## config.mk

```make
export PLATFORM = sky130hd
export DESIGN_NAME = vend_credit_ctrl
export DESIGN_NICKNAME = d
export VERILOG_FILES = /design/src/rtl/vend_pkg.sv /design/src/rtl/vend_tick_gen.sv /design/src/rtl/vend_credit_ctrl.sv
export SDC_FILE = /design/constraint.sdc
export NUM_CORES = 1
export LEC_CHECK = 0
export CAP_MARGIN = 25
export CORE_MARGIN = 1.5
export CORE_UTILIZATION = 55
export DETAILED_ROUTE_END_ITERATION = 7
export PLACE_DENSITY = 0.76
export SLEW_MARGIN = 10
export SYNTH_ARGS = -nofsm -noshare
export SYNTH_HDL_FRONTEND = slang
export SYNTH_SLANG_ARGS = --single-unit
```

## constraint.sdc

```tcl
create_clock -name clk -period 2.75 [get_ports clk]
set_clock_uncertainty 0.1 [all_clocks]
set_input_delay 0.4125 -clock clk [delete_from_list [all_inputs] [get_ports clk]]
set_output_delay 0.4125 -clock clk [all_outputs]
set_load 0.05 [all_outputs]
```

## src/rtl/vend_pkg.sv

```systemverilog
// rtl/vend_pkg.sv - shared vending types, default price/coin constants and helpers
package vend_pkg;

  typedef enum logic [1:0] {
    ST_IDLE  = 2'd0,
    ST_ACCUM = 2'd1,
    ST_READY = 2'd2
  } vend_state_e;

  localparam int DEF_PRICE         = 20;
  localparam int DEF_COIN_A        = 1;
  localparam int DEF_COIN_B        = 5;
  localparam int DEF_COIN_C        = 10;
  localparam int DEF_CREDIT_W      = 5;
  localparam int DEF_TICK_DIV      = 50_000_000;
  localparam int DEF_TIMEOUT_TICKS = 30;

  function automatic int max3(input int a, input int b, input int c);
    int m;
    m = (a > b) ? a : b;
    return (m > c) ? m : c;
  endfunction

endpackage

```

## src/rtl/vend_tick_gen.sv

```systemverilog
// rtl/vend_tick_gen.sv - divides clk into a one-cycle tick every TICK_DIV cycles
module vend_tick_gen import vend_pkg::*; #(
  parameter int TICK_DIV = DEF_TICK_DIV
) (
  input  logic clk,
  input  logic reset,
  input  logic clear,
  output logic tick
);

  localparam int CNT_W = (TICK_DIV > 1) ? $clog2(TICK_DIV) : 1;
  localparam logic [CNT_W-1:0] LAST = CNT_W'(TICK_DIV - 1);

  logic [CNT_W-1:0] cnt_q, cnt_d;

  always_comb begin
    cnt_d = cnt_q + 1'b1;
    if (clear || cnt_q == LAST) begin
      cnt_d = '0;
    end
  end

  always_ff @(posedge clk) begin
    if (reset) begin
      cnt_q <= '0;
    end else begin
      cnt_q <= cnt_d;
    end
  end

  assign tick = (cnt_q == LAST);

endmodule

```

## src/rtl/vend_credit_ctrl.sv

```systemverilog
// rtl/vend_credit_ctrl.sv - coin credit accumulator with vend, cancel refund and idle auto-refund
module vend_credit_ctrl import vend_pkg::*; #(
  parameter int PRICE         = DEF_PRICE,
  parameter int COIN_A        = DEF_COIN_A,
  parameter int COIN_B        = DEF_COIN_B,
  parameter int COIN_C        = DEF_COIN_C,
  parameter int CREDIT_W      = DEF_CREDIT_W,
  parameter int TICK_DIV      = DEF_TICK_DIV,
  parameter int TIMEOUT_TICKS = DEF_TIMEOUT_TICKS
) (
  input  logic                clk,
  input  logic                reset,
  input  logic                coin_a,
  input  logic                coin_b,
  input  logic                coin_c,
  input  logic                stop,
  input  logic                cancel,
  output logic [CREDIT_W-1:0] credit,
  output logic                ready,
  output logic                dispense,
  output logic                change_valid,
  output logic [CREDIT_W-1:0] change,
  output logic                coin_reject
);

  if (PRICE < 1 || TIMEOUT_TICKS < 1 ||
      (PRICE - 1 + max3(COIN_A, COIN_B, COIN_C)) >= (2 ** CREDIT_W)) begin : g_param_check
    $error("vend_credit_ctrl: PRICE/COIN/CREDIT_W/TIMEOUT_TICKS parameters inconsistent");
  end

  localparam int IDLE_W = $clog2(TIMEOUT_TICKS + 1);
  localparam logic [CREDIT_W-1:0] PRICE_C = CREDIT_W'(PRICE);
  localparam logic [IDLE_W-1:0] IDLE_LAST = IDLE_W'(TIMEOUT_TICKS - 1);

  function automatic vend_state_e state_of(input logic [CREDIT_W-1:0] c);
    if (c == '0)         return ST_IDLE;
    else if (c < PRICE_C) return ST_ACCUM;
    else                  return ST_READY;
  endfunction

  vend_state_e         state_q;
  logic [CREDIT_W-1:0] credit_q, credit_d;
  logic [CREDIT_W-1:0] change_q, change_d;
  logic [IDLE_W-1:0]   idle_q, idle_d;
  logic                dispense_q, dispense_d;
  logic                change_valid_q, change_valid_d;
  logic                coin_reject_q, coin_reject_d;
  logic                any_coin, activity, tick;
  logic [CREDIT_W-1:0] coin_value;

  assign any_coin = coin_a | coin_b | coin_c;
  assign activity = any_coin | stop | cancel;

  // Divider restarts on activity so the timeout spans whole ticks from the last input.
  vend_tick_gen #(.TICK_DIV(TICK_DIV)) u_tick_gen (
    .clk   (clk),
    .reset (reset),
    .clear (activity || credit_q == '0),
    .tick  (tick)
  );

  always_comb begin
    if (coin_a)      coin_value = CREDIT_W'(COIN_A);
    else if (coin_b) coin_value = CREDIT_W'(COIN_B);
    else             coin_value = CREDIT_W'(COIN_C);
  end

  always_comb begin
    credit_d       = credit_q;
    change_d       = '0;
    change_valid_d = 1'b0;
    dispense_d     = 1'b0;
    coin_reject_d  = 1'b0;
    idle_d         = idle_q;

    if (activity || credit_q == '0) begin
      idle_d = '0;
    end else if (tick) begin
      idle_d = idle_q + 1'b1;
    end

    if (cancel && credit_q != '0) begin
      change_valid_d = 1'b1;
      change_d       = credit_q;
      credit_d       = '0;
      coin_reject_d  = any_coin;
    end else if (stop && state_q == ST_READY) begin
      dispense_d    = 1'b1;
      credit_d      = credit_q - PRICE_C;
      coin_reject_d = any_coin;
    end else if (any_coin) begin
      if (state_q == ST_READY) begin
        coin_reject_d = 1'b1;
      end else begin
        credit_d      = credit_q + coin_value;
        coin_reject_d = (coin_a & (coin_b | coin_c)) | (coin_b & coin_c);
      end
    end else if (tick && credit_q != '0 && idle_q == IDLE_LAST) begin
      change_valid_d = 1'b1;
      change_d       = credit_q;
      credit_d       = '0;
      idle_d         = '0;
    end
  end

  always_ff @(posedge clk) begin
    if (reset) begin
      state_q        <= ST_IDLE;
      credit_q       <= '0;
      change_q       <= '0;
      idle_q         <= '0;
      dispense_q     <= 1'b0;
      change_valid_q <= 1'b0;
      coin_reject_q  <= 1'b0;
    end else begin
      state_q        <= state_of(credit_d);
      credit_q       <= credit_d;
      change_q       <= change_d;
      idle_q         <= idle_d;
      dispense_q     <= dispense_d;
      change_valid_q <= change_valid_d;
      coin_reject_q  <= coin_reject_d;
    end
  end

  assign credit       = credit_q;
  assign ready        = (state_q == ST_READY);
  assign dispense     = dispense_q;
  assign change_valid = change_valid_q;
  assign change       = change_q;
  assign coin_reject  = coin_reject_q;

endmodule

```

==> flow_summary.ini <==
[layout]
nets = 301
areaGrowthSynthToFinish_pct = 18.9
final-seq-area_sq_um = 921
nFillCells = 304
multiInputGateArea_sq_um = 1230
n_antenna_cell = 0
drive_above_1_share_pct = 10.5
final_cell_area_sq_um = 2630

[floorplanning]
die_x_um = 66.4
die_area_sq_um = 4410
coreArea_sq_um = 3770
dieHeight_um = 66.4
rows = 22
start_util_pct = 58.7
pin_count = 21

[detailed_routing]
vias = 1794
wirelength_um = 4200
detail-route-antenna-nets = 0
vias_per_cell = 5.36
firstDrtPassIters = 4
wire_per_inst_um = 12.5
dr.first_iter.drc_count = 104
drc_errors = 0

[clock_tree]
clkLatencyLatePin_ps = 300
htree_levels = 2
postCtsHoldBufs = 0
cts_inserted_buffers = 5
root_buffer = clkbuf_8
cts_tree = yes
clockBufferDepth = 2
cts_setup_buffers = 0
cts.clk_slew.worst_paths_ps = 80
cts_sinks = 46
cts-resized-gates = 0

[logic_synthesis]
synthArstFlopShare_pct = 0
syn_avg_cell_area_sq_um = 8.68
synth_edf_count = 0
synth_xor_area_share_pct = 12.3
syn_nets = 270
synthCells = 255
ys_ff_latch = 46
synth_fa_ha_area_share_pct = 4.97
synth_simple_gate_area_share_pct = 29.1
synth_top_family_by_area = simple AND/OR/NAND/NOR gates
yosysWarnings = 0
yosys_most_used_dff = dfxtp_1
syn_area_sq_um = 2210
muxShareOfSynthArea_pct = 1.02
synth_cell_types = 46
synth-compound-area-share_pct = 8.42
seq_area_frac_synth_pct = 41.6

[placed_design]
gp_congestion = 0.898
io_buffers = 20
dpl_cell_area_sq_um = 2520
dpl.hpwl_um = 3160

[timing]
slew_violations = 0
slew_headroom_pct = 62.0
rsz0062_at_grt = false
fmax_mhz = 384
setup_violations = 0
post-route-period-util_pct = 94.8
period_needed_ps = 2610
hold_violations = 0
worst_pin_slew_ps = 562

[critical_path]
endpoint_kind = flip-flop
worstPathRequired_ps = 2870
criticalPathCategory = in -> reg
cp_top_family = compound AO/OA/AOI/OAI gates
path_cells = clkdlybuf4s50_1 -> nor2b_1 -> ha_1 -> a31oi_1 -> o32ai_1 -> mux2_2 -> o221a_2 -> and2_4 -> o2111a_1 -> nor3_1
cp.arrival_ps = 2730
critPathBufInv = 1
cp_slowest_stage_delay_ps = 520
critPathLaunchType = primary input
cpMaxStageDelayCell = clkdlybuf4s50_1
worst-path-max-fanout = 4

[global_routing]
grt_pass1_wl_um = 7360
grt-ovfl-total = 0
grt_pass1_vias = 1655
grt_usage_pct = 21.7
grt_max_degree = 26
antenna_found_initial = 0

[pwr]
p_leak_nw = 0.936
p_per_area_nw_per_um2 = 576
vdd_drop_max_v = 0.000426
finalPower_mw = 1.52

[flow_run]
maxCapViolCount = 0

[min_path]
hp-class = reg -> reg

[status]
status = finished clean
-- stage by stage --
stage	worst slack, ps	hold slack (ps)	std cells	TNS (ps)	utilization (%)
after detailed placement	-121	333	327	-121	66.9
after global placement	-47.0	325	327	-47.0	66.9
after floorplan	251	313	255	0	-
after global routing	56.2	362	335	0	69.8
after CTS	184	345	335	0	69.8
final	143	344	335	0	69.8
-- registers in the layout (all words and copies together), names as in the netlist --
name / cells
u_tick_gen.cnt_q: 26
change: 5
credit: 5
idle_q: 5
state_q: 2
change_valid: 1
coin_reject: 1
dispense: 1
-- worst reg2reg max path, stage by stage, from the launching register on --
cell and delay [ps]:
dfxtp_1 370, nor4b_1 320, nand4_1 200, or4_4 580, o211ai_2 160, a21boi_4 220, o2111a_1 200, nor3_1 50
-- cell type report --
| type | instances | area share (%) |
|---|---|---|
| Multi-Input combinational cell | 195 | 46.9 |
| Sequential cell | 46 | 35.0 |
| Timing Repair Buffer | 30 | 10.5 |
| Clock buffer | 6 | 2.76 |
| Tap cell | 48 | 2.28 |
| Clock inverter | 2 | 1.43 |
| Inverter | 8 | 1.14 |
-- path summary, 6_finish.rpt --
path	startpoint	to	slack, ps	cells past startpoint
worst max register to register	u_tick_gen.cnt_q[8]	state_q[0]	450	7
worst min-delay path	u_tick_gen.cnt_q[0]	u_tick_gen.cnt_q[0]	340	1
worst max-delay path	coin_b	state_q[0]	140	10
worst min register to register	u_tick_gen.cnt_q[0]	u_tick_gen.cnt_q[0]	340	1
-- placed cells by master, fill, tap and decap left out, types with 2 or more instances in the layout --
cell type         n
nor3_1           11
and2_1            5
nand4_1           3
a22oi_1           3
and3_1            8
nand3_1          13
nor2_1           52
nor4b_1           3
clkbuf_8          5
nor3b_1           2
buf_4            10
o21ai_0           3
clkdlybuf4s50_1  20
mux2_2            2
a41oi_1           2
xor2_1           18
a21oi_1           3
inv_1             8
nor2b_1           2
xnor2_1          13
ha_1              8
nand2_1          20
dfxtp_1          46
-- report_power, final --
part           internal [mW]  switching, mW  leakage [nW]
combinational          0.133          0.179         0.513
clock                  0.271          0.218        0.0514
sequential             0.688         0.0269         0.372
-- cells in the mapped netlist (4+ instances only) --
cell	n	share of area, %
buf_2	4	0.90
and3_1	8	2.3
nand2_1	20	3.4
xor2_1	18	7.1
dfxtp_1	46	42
nor3_1	11	2.5
nor2_1	52	8.8
ha_1	8	4.5
inv_1	8	1.4
xnor2_1	13	5.1
nand3_1	13	2.9
and2_1	5	1.4
-- metal layers --
layer / routed length, um / track usage [%] / up-vias
met4: 61 / 6.89 / 0
met5: 0 / 0 / -
met3: 167 / 4.60 / 13
li1: - / - / 929
met2: 1810 / 34.1 / 41
met1: 2160 / 29.4 / 811
-- logic make-up after synthesis --
group                      count (synthesis)
buffers and inverters                     14
adders and majority gates                  9
and+or+nand+nor                          131
AOI/OAI and AO/OA                         22
DFF                                       46
muxes                                      2
xor gates and xnor gates                  31
No activity file was read; power rests on OpenSTA's default activity.
